===== src/rtl/spi_master_ctrl.sv =====
// spi_master_ctrl
// ---------------------------------------------------------------------------
// SPI master for the single-port SPI slave/RAM subsystem. Takes 10-bit slave
// commands from a parallel valid/ready port, shifts them out MSB first on
// SS_n/MOSI (one bit per clk), and for read-data frames (op 11) captures the
// 8-bit reply from MISO and returns it on the response port.
//
// Frame on the wire (cycle 1 = first cycle after the acceptance edge):
//   START : 1 cycle,  SS_n=0, MOSI=cmd[9] (select bit checked by the slave)
//   SHIFT : 10 cycles, MOSI = cmd[9] .. cmd[0]
//   WAIT  : RD_WAIT cycles, MOSI=0          (read-data frames only)
//   READ  : 8 cycles, MISO sampled MSB first (read-data frames only)
//   GAP   : GAP cycles with SS_n=1, then back to IDLE
//
// Ports:
//   clk, rst          system clock, synchronous active-high reset
//   cmd_valid/ready   command handshake, cmd_data[9:8]=op, [7:0]=addr/data
//   rsp_valid/data    one-cycle pulse carrying the byte read by op 11
//   busy              frame in progress (START through last GAP cycle)
//   SS_n, MOSI, MISO  SPI pins
//   dbg_state         current FSM state, for observation only
//
// Handshake: a command transfers on a rising edge where cmd_valid and
// cmd_ready are both 1. cmd_ready is 1 only while idle and drops the cycle
// after a transfer; cmd_data is copied at the transfer edge, so the
// requester may change it afterwards. cmd_valid seen while busy is ignored.
// ---------------------------------------------------------------------------
module spi_master_ctrl #(
    parameter int RD_WAIT = 2,
    parameter int GAP     = 1
) (
    input  logic       clk,
    input  logic       rst,
    input  logic       cmd_valid,
    input  logic [9:0] cmd_data,
    output logic       cmd_ready,
    output logic       rsp_valid,
    output logic [7:0] rsp_data,
    output logic       busy,
    output logic       SS_n,
    output logic       MOSI,
    input  logic       MISO,
    output logic [2:0] dbg_state
);

    typedef enum logic [2:0] {
        S_IDLE  = 3'd0,
        S_START = 3'd1,
        S_SHIFT = 3'd2,
        S_WAIT  = 3'd3,
        S_READ  = 3'd4,
        S_GAP   = 3'd5
    } state_t;

    localparam logic [3:0] WAIT_LAST = 4'(RD_WAIT - 1);
    localparam logic [3:0] GAP_LAST  = 4'(GAP - 1);

    state_t     state_q, state_d;
    logic [3:0] cnt_q, cnt_d;
    logic [9:0] shift_q;
    logic       op_rd_q;
    logic [7:0] rx_shift;
    logic       accept;

    assign accept    = cmd_valid && cmd_ready && (state_q == S_IDLE);
    assign dbg_state = state_q;

    // Next-state and per-state cycle counter.
    always_comb begin
        state_d = state_q;
        cnt_d   = cnt_q;
        case (state_q)
            S_IDLE: begin
                if (accept) state_d = S_START;
            end
            S_START: begin
                state_d = S_SHIFT;
                cnt_d   = 4'd0;
            end
            S_SHIFT: begin
                if (cnt_q == 4'd9) begin
                    cnt_d   = 4'd0;
                    state_d = op_rd_q ? S_WAIT : S_GAP;
                end else begin
                    cnt_d = cnt_q + 4'd1;
                end
            end
            S_WAIT: begin
                if (cnt_q == WAIT_LAST) begin
                    cnt_d   = 4'd0;
                    state_d = S_READ;
                end else begin
                    cnt_d = cnt_q + 4'd1;
                end
            end
            S_READ: begin
                if (cnt_q == 4'd7) begin
                    cnt_d   = 4'd0;
                    state_d = S_GAP;
                end else begin
                    cnt_d = cnt_q + 4'd1;
                end
            end
            S_GAP: begin
                if (cnt_q == GAP_LAST) begin
                    cnt_d   = 4'd0;
                    state_d = S_IDLE;
                end else begin
                    cnt_d = cnt_q + 4'd1;
                end
            end
            default: begin
                state_d = S_IDLE;
                cnt_d   = 4'd0;
            end
        endcase
    end

    // State register plus registered outputs. Outputs are decoded from
    // state_d so they line up with the state they describe.
    always_ff @(posedge clk) begin
        if (rst) begin
            state_q   <= S_IDLE;
            cnt_q     <= 4'd0;
            shift_q   <= 10'd0;
            op_rd_q   <= 1'b0;
            rx_shift  <= 8'd0;
            cmd_ready <= 1'b0;
            rsp_valid <= 1'b0;
            rsp_data  <= 8'd0;
            busy      <= 1'b0;
            SS_n      <= 1'b1;
            MOSI      <= 1'b0;
        end else begin
            state_q   <= state_d;
            cnt_q     <= cnt_d;
            cmd_ready <= (state_d == S_IDLE);
            busy      <= (state_d != S_IDLE);
            SS_n      <= !(state_d inside {S_START, S_SHIFT, S_WAIT, S_READ});
            rsp_valid <= 1'b0;
            MOSI      <= 1'b0;

            if (accept) begin
                shift_q <= cmd_data;
                op_rd_q <= &cmd_data[9:8];
                MOSI    <= cmd_data[9];
            end

            // Entry into SHIFT (from START) re-sends cmd[9]; each later SHIFT
            // cycle presents the next bit down.
            if (state_d == S_SHIFT) begin
                MOSI    <= shift_q[9];
                shift_q <= {shift_q[8:0], 1'b0};
            end

            if (state_q == S_READ) begin
                rx_shift <= {rx_shift[6:0], MISO};
                // The last bit is sampled on the same edge that opens GAP,
                // so the response takes it straight from MISO.
                if (state_d == S_GAP) begin
                    rsp_valid <= 1'b1;
                    rsp_data  <= {rx_shift[6:0], MISO};
                end
            end
        end
    end

endmodule


===== config.mk =====
export PLATFORM = sky130hd
export DESIGN_NAME = spi_master_ctrl
export DESIGN_NICKNAME = d
export VERILOG_FILES = /design/src/rtl/spi_master_ctrl.sv
export SDC_FILE = /design/constraint.sdc
export NUM_CORES = 1
export LEC_CHECK = 0
export BUFFER_PORTS_ARGS = -buffer_cell sky130_fd_sc_hd__buf_2
export CAP_MARGIN = 20
export CORE_MARGIN = 1.5
export CORE_UTILIZATION = 50
export CTS_BUF_LIST = sky130_fd_sc_hd__clkbuf_4 sky130_fd_sc_hd__clkbuf_8
export DETAILED_ROUTE_END_ITERATION = 8
export GPL_ROUTABILITY_DRIVEN = 0
export PLACE_DENSITY = 0.77
export RECOVER_POWER = 50
export SLEW_MARGIN = 40
export SYNTH_ARGS = -nofsm -noshare
export SYNTH_HDL_FRONTEND = slang
export SYNTH_SLANG_ARGS = --single-unit

===== constraint.sdc =====
create_clock -name clk -period 2.3 [get_ports clk]
set_clock_uncertainty 0.05 [all_clocks]
set_input_delay 0.46 -clock clk [delete_from_list [all_inputs] [get_ports clk]]
set_output_delay 0.46 -clock clk [all_outputs]
set_load 0.01 [all_outputs]

==> metrics.cfg, run 1 <==
[run_status]
status = complete, no violations

[clock_network]
cts_root_buf = clkbuf_4
cts_resized = 0
cts.sinks = 38
cts.htree.levels = 2
cts_hold_buf = 0
cts_setup_buffers = 0
insertion_delay_ns = 0.34
path_clk_slew_ns = 0.11
clockBufferDepth = 2
cts_tree = yes
numCtsBuffers = 5

[timing]
tightest_slew_ns = 0.639
fin_tns_setup_ns = 0
final-hold-violation-count = 0
rsz0062_at_grt = false
final_max_slew_viol_count = 0
fmax_ghz = 0.461
hold_ws_ns = 0.309
fin_crit_sh = 0.943
period_minus_slack_ns = 2.17
setup_viol = 0
relSlewSlack = 0.574

[placed_design]
dp_hpwl_mm = 2.19
io_buffers = 29

[global_routing]
grt_pass1_wl_mm = 5.04
first_global_vias = 1149
antenna_found_initial = 0
grtUsageTotal = 0.181
grt_max_degree = 39
grt-ovfl-total = 0

[floorplanning]
start_util = 0.518
boundaryPins = 30
die_y_um = 61.8
die-area_um2 = 3820
rows = 21
fp.dieW_um = 61.8
coreArea_um2 = 3340

[cells_and_area]
drive_gt1_frac = 0.197
seq_area_um2 = 761
diodes = 0
multiInputGateArea_um2 = 871
syn2layout_area_growth_pct = 14.6
nets = 234
n_fill_cell = 323

[synthesis]
yosysSeqAreaShare = 0.440
ys_top_cells_by_area = dfxtp_1, mux2i_1, nor2_1
synthArstFlopShare = 0
yosys.area.top_type = dfxtp_1
syn_area_per_cell_um2 = 9.39
synth_top_area_share = 0.440
synth_commonest_cells = dfxtp_1, nor2_1, nand2_1
synth_fp_nets = 201
synth_top_family_by_area = simple AND/OR/NAND/NOR gates
synth-edff-count = 0
synth-simple-area-share = 0.202
yosys_warnings = 0
synth_fa_ha_area_frac = 0.0217
yosysMostFrequentCell = dfxtp_1
ys.flop_type = dfxtp_1
synthMuxAreaShare = 0.157
synthesis.area_um2 = 1730
ys_types = 38
synth-xor-area-share = 0.0152
synth_compound_area_frac = 0.108
synth_seq_cells = 38
synth_cells = 184

[min_path]
hold_end = rx_shift[0]
worstHoldStart = MISO
holdPathStages = 3
hold_path_class = input pin to flop

[critical_path]
worst-setup-path-type = flop to flop
cp.required_ns = 2.48
regToRegStartpoint = cnt_q[1]
max_stage_delay_ns = 0.42
ff2ff_path_depth = 7
startpoint_type = flop
regToRegEndpoint = SS_n
cp-end-kind = flop
crit_fanout = 5
r2r_slack_ns = 0.13
worst_path_max_delay_cell = a2111oi_4
crit_start = cnt_q[1]
crit_chain = inv_1 -> ha_1 -> nand2b_1 -> mux2_2 -> a2111oi_4 -> nor2_1 -> or3_1
critPathArrivalTime_ns = 2.35

[drt]
drt_iter0_markers = 31
drcViolationCount = 0
drtAntennaViolNets = 0
via_count = 1359
avgViaCountPerCell = 5.15
routed_wl_mm = 3.10
post_drt_wl_per_cell_um = 11.7
drtPass1Iterations = 4

[pwr]
ir_drop_mv = 0.492
power_density_nw_per_um2 = 651
p_leak_nw = 0.741

[job]
cap_violations = 0

[power by group]
part           leakage [nW]  switching [mW]  internal [mW]  total [mW]
Clock                0.0450           0.216          0.225       0.441
Combinational         0.388          0.0772         0.0741       0.151
Sequential            0.308          0.0151          0.681       0.696
Total                 0.741           0.308          0.981        1.29
[worst max-delay path: cells and delay by family (launching register included)]
kind / cells / cell delay (ns)
compound gates: 1 / 0.42
simple gates: 3 / 0.54
mux: 1 / 0.38
fa+ha+maj: 1 / 0.20
flops: 1 / 0.38
buf+inv: 1 / 0.07
[cell usage in the layout (no fill, tap or decap), drive strengths merged, types with 2 or more instances in the layout]
master	synthesis	final
buf	6	22
or3b	3	3
nand2	18	18
xnor2	2	2
nand2b	2	2
a22oi	2	2
nand3	4	4
dfxtp	38	38
mux2i	17	17
a211oi	2	2
nor3	6	6
inv	6	6
ha	3	3
clkbuf	6	21
nor2	27	27
mux2	9	9
o21ai	4	4
a2111oi	2	2
a32oi	2	2
clkinv	0	2
a21oi	11	11
and3	2	2
or3	2	2
[metrics by stage]
step | util | setup slack [ns] | area (um^2) | power (mW) | cells
floorplan | - | 0.273 | 1730 | 0.822 | 184
global placement | 0.577 | 0.207 | 1920 | 0.863 | 256
detailed placement | 0.577 | 0.162 | 1920 | 0.866 | 256
CTS | 0.600 | 0.126 | 2000 | 1.30 | 264
global route | 0.593 | 0.0562 | 1980 | 1.34 | 264
finish | 0.593 | 0.131 | 1980 | 1.29 | 264
[logic make-up (layout without fill, tap and decap cells)]
kind of cell               count (synthesis)  count (layout)
AOI/OAI and AO/OA                         26              26
xor gates and xnor gates                   3               3
adders and majority gates                  3               3
buffers and inverters                     18              52
DFF                                       38              38
muxes                                     26              26
and+or+nand+nor                           70              70
[metal layers]
metal	wire [um]	GRT usage	part of all wire
met5	0	0	0
met4	61	0.109	0.020
met3	125	0.0518	0.040
met2	1410	0.263	0.46
met1	1500	0.239	0.48
[worst max path at each step]
stage / to / slack [ns] / depth (start not counted)
6_report: SS_n / 0.13 / 7
2_1_floorplan: SS_n / 0.27 / 8
4_1_cts: SS_n / 0.13 / 7
3_5_place_dp: SS_n / 0.16 / 7
3_3_place_gp: SS_n / 0.21 / 7
5_1_grt: SS_n / 0.06 / 7
[state kept, by name, summed over array words and instances, names as in the netlist]
register and flops:
rsp_data 8, op_rd_q 1, dbg_state 3, MOSI 1
shift_q 10, busy 1, cmd_ready 1, rsp_valid 1
SS_n 1, rx_shift 7, cnt_q 4
[area by class of cell]
type,instances,area share
timing repair buffer,38,0.0961
multi-input combinational,128,0.440
clock buffer,5,0.0190
tap,46,0.0291
sequential,38,0.384
inverter,6,0.0114
clock inverter,3,0.0202
(Power assumes the default switching activity.)
==> inputs of run 2 (changes only) <==
Settings changed: CAP_MARGIN 20 to 5.
Clock period 2.3 ns to 2.6 ns, I/O delays scaled along.
==> metrics.cfg, run 2 (synthesis gave the netlist of run 1 again) <==
[timing]
rsz0062_at_grt = false
hold_ws_ns = 0.363  ; +0.0545 ns
relSlewSlack = 0.570  ; -0.00462
tightest_slew_ns = 0.646  ; +0.00694 ns
final_max_slew_viol_count = 0  ; unchanged
fmax_ghz = 0.447  ; -3.1%
fin_tns_setup_ns = 0  ; unchanged
fin_crit_sh = 0.861  ; -0.0825
final-hold-violation-count = 0  ; unchanged
setup_viol = 0  ; unchanged
period_minus_slack_ns = 2.24  ; +0.0685 ns

[floorplanning]
coreArea_um2 = 3340  ; unchanged
die-area_um2 = 3820  ; unchanged
die_y_um = 61.8  ; unchanged
start_util = 0.518  ; unchanged
rows = 21  ; unchanged
fp.dieW_um = 61.8  ; unchanged
boundaryPins = 30  ; unchanged

[clock_network]
cts_hold_buf = 0  ; unchanged
cts_root_buf = clkbuf_4
cts_setup_buffers = 0  ; unchanged
cts_tree = yes
cts_resized = 0  ; unchanged
numCtsBuffers = 5  ; unchanged
cts.htree.levels = 2  ; unchanged
cts.sinks = 38  ; unchanged
insertion_delay_ns = 0.35  ; about the same
path_clk_slew_ns = 0.11  ; about the same
clockBufferDepth = 2  ; unchanged

[cells_and_area]
largestRegisters = shift_q x10, rsp_data x8, rx_shift x7
drive_gt1_frac = 0.177  ; -0.0205
largest_reg_flops = 10  ; unchanged
final_cell_mix = dfxtp_1, nor2_1, nand2_1
final_cell_area_um2 = 1930  ; -2.4%
nets = 231  ; -1.3%
utilization = 0.579  ; -0.0142
diodes = 0  ; unchanged
final_common_cell = dfxtp_1
largest_register = shift_q
syn2layout_area_growth_pct = 11.8

[drt]
drtPass1Iterations = 4  ; unchanged
drt_iter0_markers = 62  ; +100%
routed_wl_mm = 3.13  ; +1.0%
drcViolationCount = 0  ; unchanged
avgViaCountPerCell = 5.15  ; about the same
drtAntennaViolNets = 0  ; unchanged
via_count = 1343  ; -1.2%
post_drt_wl_per_cell_um = 12.0  ; +2.2%

[critical_path]
cp-end-kind = flop
critPathArrivalTime_ns = 2.41  ; +0.06 ns
worst-setup-path-type = flop to flop
startpoint_type = flop
cp.required_ns = 2.77  ; +0.29 ns
crit_fanout = 13  ; +8

[global_routing]
antenna_found_initial = 0  ; unchanged
grt-busiest-layer = met2
grtUsageTotal = 0.187  ; +0.00536
grt_pass1_wl_mm = 5.09  ; +0.97%
grtUsageMet2 = 0.280  ; +0.0165
gr-usage-met3 = 0.0683  ; +0.0166
first_global_vias = 1157  ; +0.70%
grt_max_degree = 39  ; unchanged
gr-usage-met1 = 0.246  ; +0.00681
grt-ovfl-total = 0  ; unchanged

[pwr]
switching_share = 0.258  ; +0.0191
power_density_nw_per_um2 = 555  ; -15%
total_power_mw = 1.07  ; -17%
ir_drop_mv = 0.447  ; -9.1%
p_leak_nw = 0.707  ; -4.6%
comb_power_share = 0.124  ; +0.007
clkPwrFrac = 0.303  ; -0.039
switching_power_mw = 0.277  ; -10%
seqPwrFrac = 0.573  ; +0.033
internal_power_mw = 0.796  ; -19%

[run_status]
status = complete, no violations

[job]
cap_violations = 0  ; unchanged

[placed_design]
io_buffers = 29  ; unchanged
place_area_um2 = 1900  ; -1.2%
dp_hpwl_mm = 2.21  ; +1.3%

[min_path]
hold_path_class = input pin to flop

run 2: path summary, 6_finish.rpt:
kind                                     to  slack (ns)  cells after the start          from
worst max-delay path             shift_q[4]        0.36                      6  dbg_state[2]
worst max register to register   shift_q[4]        0.36                      6  dbg_state[2]
worst min register to register      op_rd_q        0.41                      2       op_rd_q
worst min-delay path            rx_shift[0]        0.36                      3          MISO
run 2: power by group through the flow:
| stage | Combinational [mW] | Clock (mW) | Sequential (mW) |
|---|---|---|---|
| floorplan | 0.0982 | 0 | 0.629 |
| global placement | 0.136 | 0 | 0.628 |
| detailed placement | 0.138 | 0 | 0.628 |
| CTS | 0.139 | 0.332 | 0.615 |
| global route | 0.150 | 0.359 | 0.617 |
| finish | 0.134 | 0.325 | 0.614 |
run 2: cell type report:
class	instances	area [um^2]
Fill cell	335	1410
Multi-Input combinational cell	128	866
Sequential cell	38	761
Timing Repair Buffer	35	161
Tap cell	46	57.6
Clock buffer	6	51.3
Inverter	6	22.5
Clock inverter	2	12.5
run 2: worst max-delay path, cell delays in order, from the launching register on:
cell	delay, ns
dfxtp_1	0.44
nor3_1	0.47
and3_1	0.40
buf_4	0.23
mux2_2	0.34
mux2i_1	0.13
nor2_1	0.05
run 2: layer usage:
layer | up-vias | routed length [um]
met5 | - | 0
met4 | 0 | 55
met3 | 6 | 137
met2 | 22 | 1440
met1 | 620 | 1500
li1 | 695 | -
run 2: metrics by stage:
| step | cells | setup slack (ns) |
|---|---|---|
| floorplan | 184 | 0.573 |
| global placement | 253 | 0.435 |
| detailed placement | 253 | 0.392 |
| CTS | 261 | 0.367 |
| global route | 261 | 0.160 |
| finish | 261 | 0.362 |
==> inputs of run 3 (changes only) <==
Settings changed: CORE_ASPECT_RATIO from default to 1.25.
==> metrics.cfg, run 3 (synthesis gave the netlist of run 1 again) <==
[timing]
relSlewSlack = 0.569  ; about the same
period_minus_slack_ns = 2.21  ; -0.0317 ns
tightest_slew_ns = 0.646  ; +0.000597 ns
final-hold-violation-count = 0  ; unchanged
fmax_ghz = 0.453  ; +1.4%
final_max_slew_viol_count = 0  ; unchanged
setup_viol = 0  ; unchanged
rsz0062_at_grt = false
fin_crit_sh = 0.848  ; -0.0122
fin_tns_setup_ns = 0  ; unchanged

[drt]
avgViaCountPerCell = 5.45  ; +6.0%
drt_iter0_markers = 22  ; -65%
via_count = 1369  ; +1.9%
post_drt_wl_per_cell_um = 12.9  ; +7.5%
drtPass1Iterations = 4  ; unchanged
routed_wl_mm = 3.23  ; +3.4%
drtAntennaViolNets = 0  ; unchanged
drcViolationCount = 0  ; unchanged

[critical_path]
cp-end-kind = flop
cp.required_ns = 2.73  ; -0.04 ns
regToRegStartpoint = cnt_q[3]
startpoint_type = flop
crit_start = cnt_q[3]
worst-setup-path-type = flop to flop
critPathArrivalTime_ns = 2.33  ; -0.08 ns
worst_path_max_delay_cell = dfxtp_1
crit_chain = or3b_1 -> a2111oi_1 -> nor3_1 -> and3_4 -> or3_1
max_stage_delay_ns = 0.58  ; +0.11 ns
crit_fanout = 11  ; -2
ff2ff_path_depth = 5  ; -1

[floorplanning]
die_y_um = 68.7  ; +11%
start_util = 0.531  ; +0.0135
coreArea_um2 = 3250  ; -2.5%
rows = 23  ; +9.5%
fp.dieW_um = 55.6  ; -10%
die-area_um2 = 3820  ; about the same
boundaryPins = 30  ; unchanged

[clock_network]
insertion_delay_ns = 0.29  ; -0.06 ns
cts_root_buf = clkbuf_8
path_clk_slew_ns = 0.07  ; -0.04 ns
cts_setup_buffers = 0  ; unchanged
clockBufferDepth = 2  ; unchanged
numCtsBuffers = 5  ; unchanged
cts.htree.levels = 2  ; unchanged
cts_hold_buf = 0  ; unchanged
cts_resized = 0  ; unchanged
cts.sinks = 38  ; unchanged
cts_tree = yes

[cells_and_area]
largest_register = shift_q
final_common_cell = dfxtp_1
final_cell_mix = dfxtp_1, nor2_1, nand2_1
largestRegisters = shift_q x10, rsp_data x8, rx_shift x7
drive_gt1_frac = 0.178  ; +0.000826
finalNonFillerCells = 251  ; -3.8%
syn2layout_area_growth_pct = 12.7
diodes = 0  ; unchanged
nets = 230  ; -0.43%
largest_reg_flops = 10  ; unchanged

[min_path]
worstHoldStart = op_rd_q
hold_path_class = flop to flop
holdPathStages = 2  ; -1

[global_routing]
grtUsageTotal = 0.180  ; -0.00641
antenna_found_initial = 0  ; unchanged
grt_pass1_wl_mm = 5.39  ; +5.8%
grt_max_degree = 39  ; unchanged
first_global_vias = 1199  ; +3.6%
grt-ovfl-total = 0  ; unchanged

[pwr]
internal_power_mw = 0.879  ; +10%
power_density_nw_per_um2 = 599  ; +7.9%
comb_power_share = 0.112  ; -0.012
p_leak_nw = 0.719  ; +1.7%
ir_drop_mv = 0.472  ; +5.5%
switching_share = 0.247  ; -0.0110
clkPwrFrac = 0.360  ; +0.057
switching_power_mw = 0.289  ; +4.2%
seqPwrFrac = 0.529  ; -0.044

[job]
cap_violations = 0  ; unchanged

[placed_design]
dp_hpwl_mm = 2.28  ; +3.0%
dp_cells = 243  ; -4.0%
io_buffers = 29  ; unchanged

[run_status]
status = complete, no violations

run 3: changes by cell type in the layout (fill, tap and decap cells not counted), sizes merged:
cell	delta
clkbuf	-1
run 3: final timing paths:
path / slack [ns] / end
max: 0.39 / SS_n
max reg2reg: 0.39 / SS_n
min reg2reg: 0.42 / op_rd_q
min: 0.42 / op_rd_q
run 3: per-layer routing:
layer,part of all wire,global-route usage,vias up
met5,0,0,-
met2,0.49,0.295,29
met3,0.039,0.0466,10
met1,0.44,0.223,636
met4,0.027,0.0915,0
li1,-,-,694
run 3: power groups by stage:
stage | Clock (mW) | Sequential [mW] | Combinational, mW
after global placement | 0 | 0.631 | 0.130
after global routing | 0.458 | 0.620 | 0.145
after detailed placement | 0 | 0.631 | 0.133
after floorplan | 0 | 0.629 | 0.0982
after CTS | 0.430 | 0.617 | 0.135
final | 0.420 | 0.617 | 0.130
run 3: area by class of cell:
type	count	area, um^2
Timing Repair Buffer	34	158
Inverter	6	22.5
Clock buffer	6	82.6
Sequential cell	38	761
Multi-Input combinational cell	128	866
Clock inverter	2	12.5
Tap cell	37	46.3
Fill cell	322	1300
run 3: stage by stage:
step                total power [mW]  utilization  setup WS [ns]  instance area (um^2)  hold slack (ns)
global placement               0.761        0.579          0.460                  1880            0.398
floorplan                      0.727            -          0.573                  1730            0.378
CTS                             1.18        0.608          0.416                  1980            0.418
finish                          1.17        0.599          0.394                  1950            0.418
global route                    1.22        0.599          0.279                  1950            0.442
detailed placement             0.764        0.579          0.432                  1880            0.408
run 3: worst max-delay path: cells and delay by family, from the launching register on:
| family | cells | cell delay (ns) |
|---|---|---|
| simple gates | 4 | 1.09 |
| compound gates | 1 | 0.38 |
| flops | 1 | 0.58 |
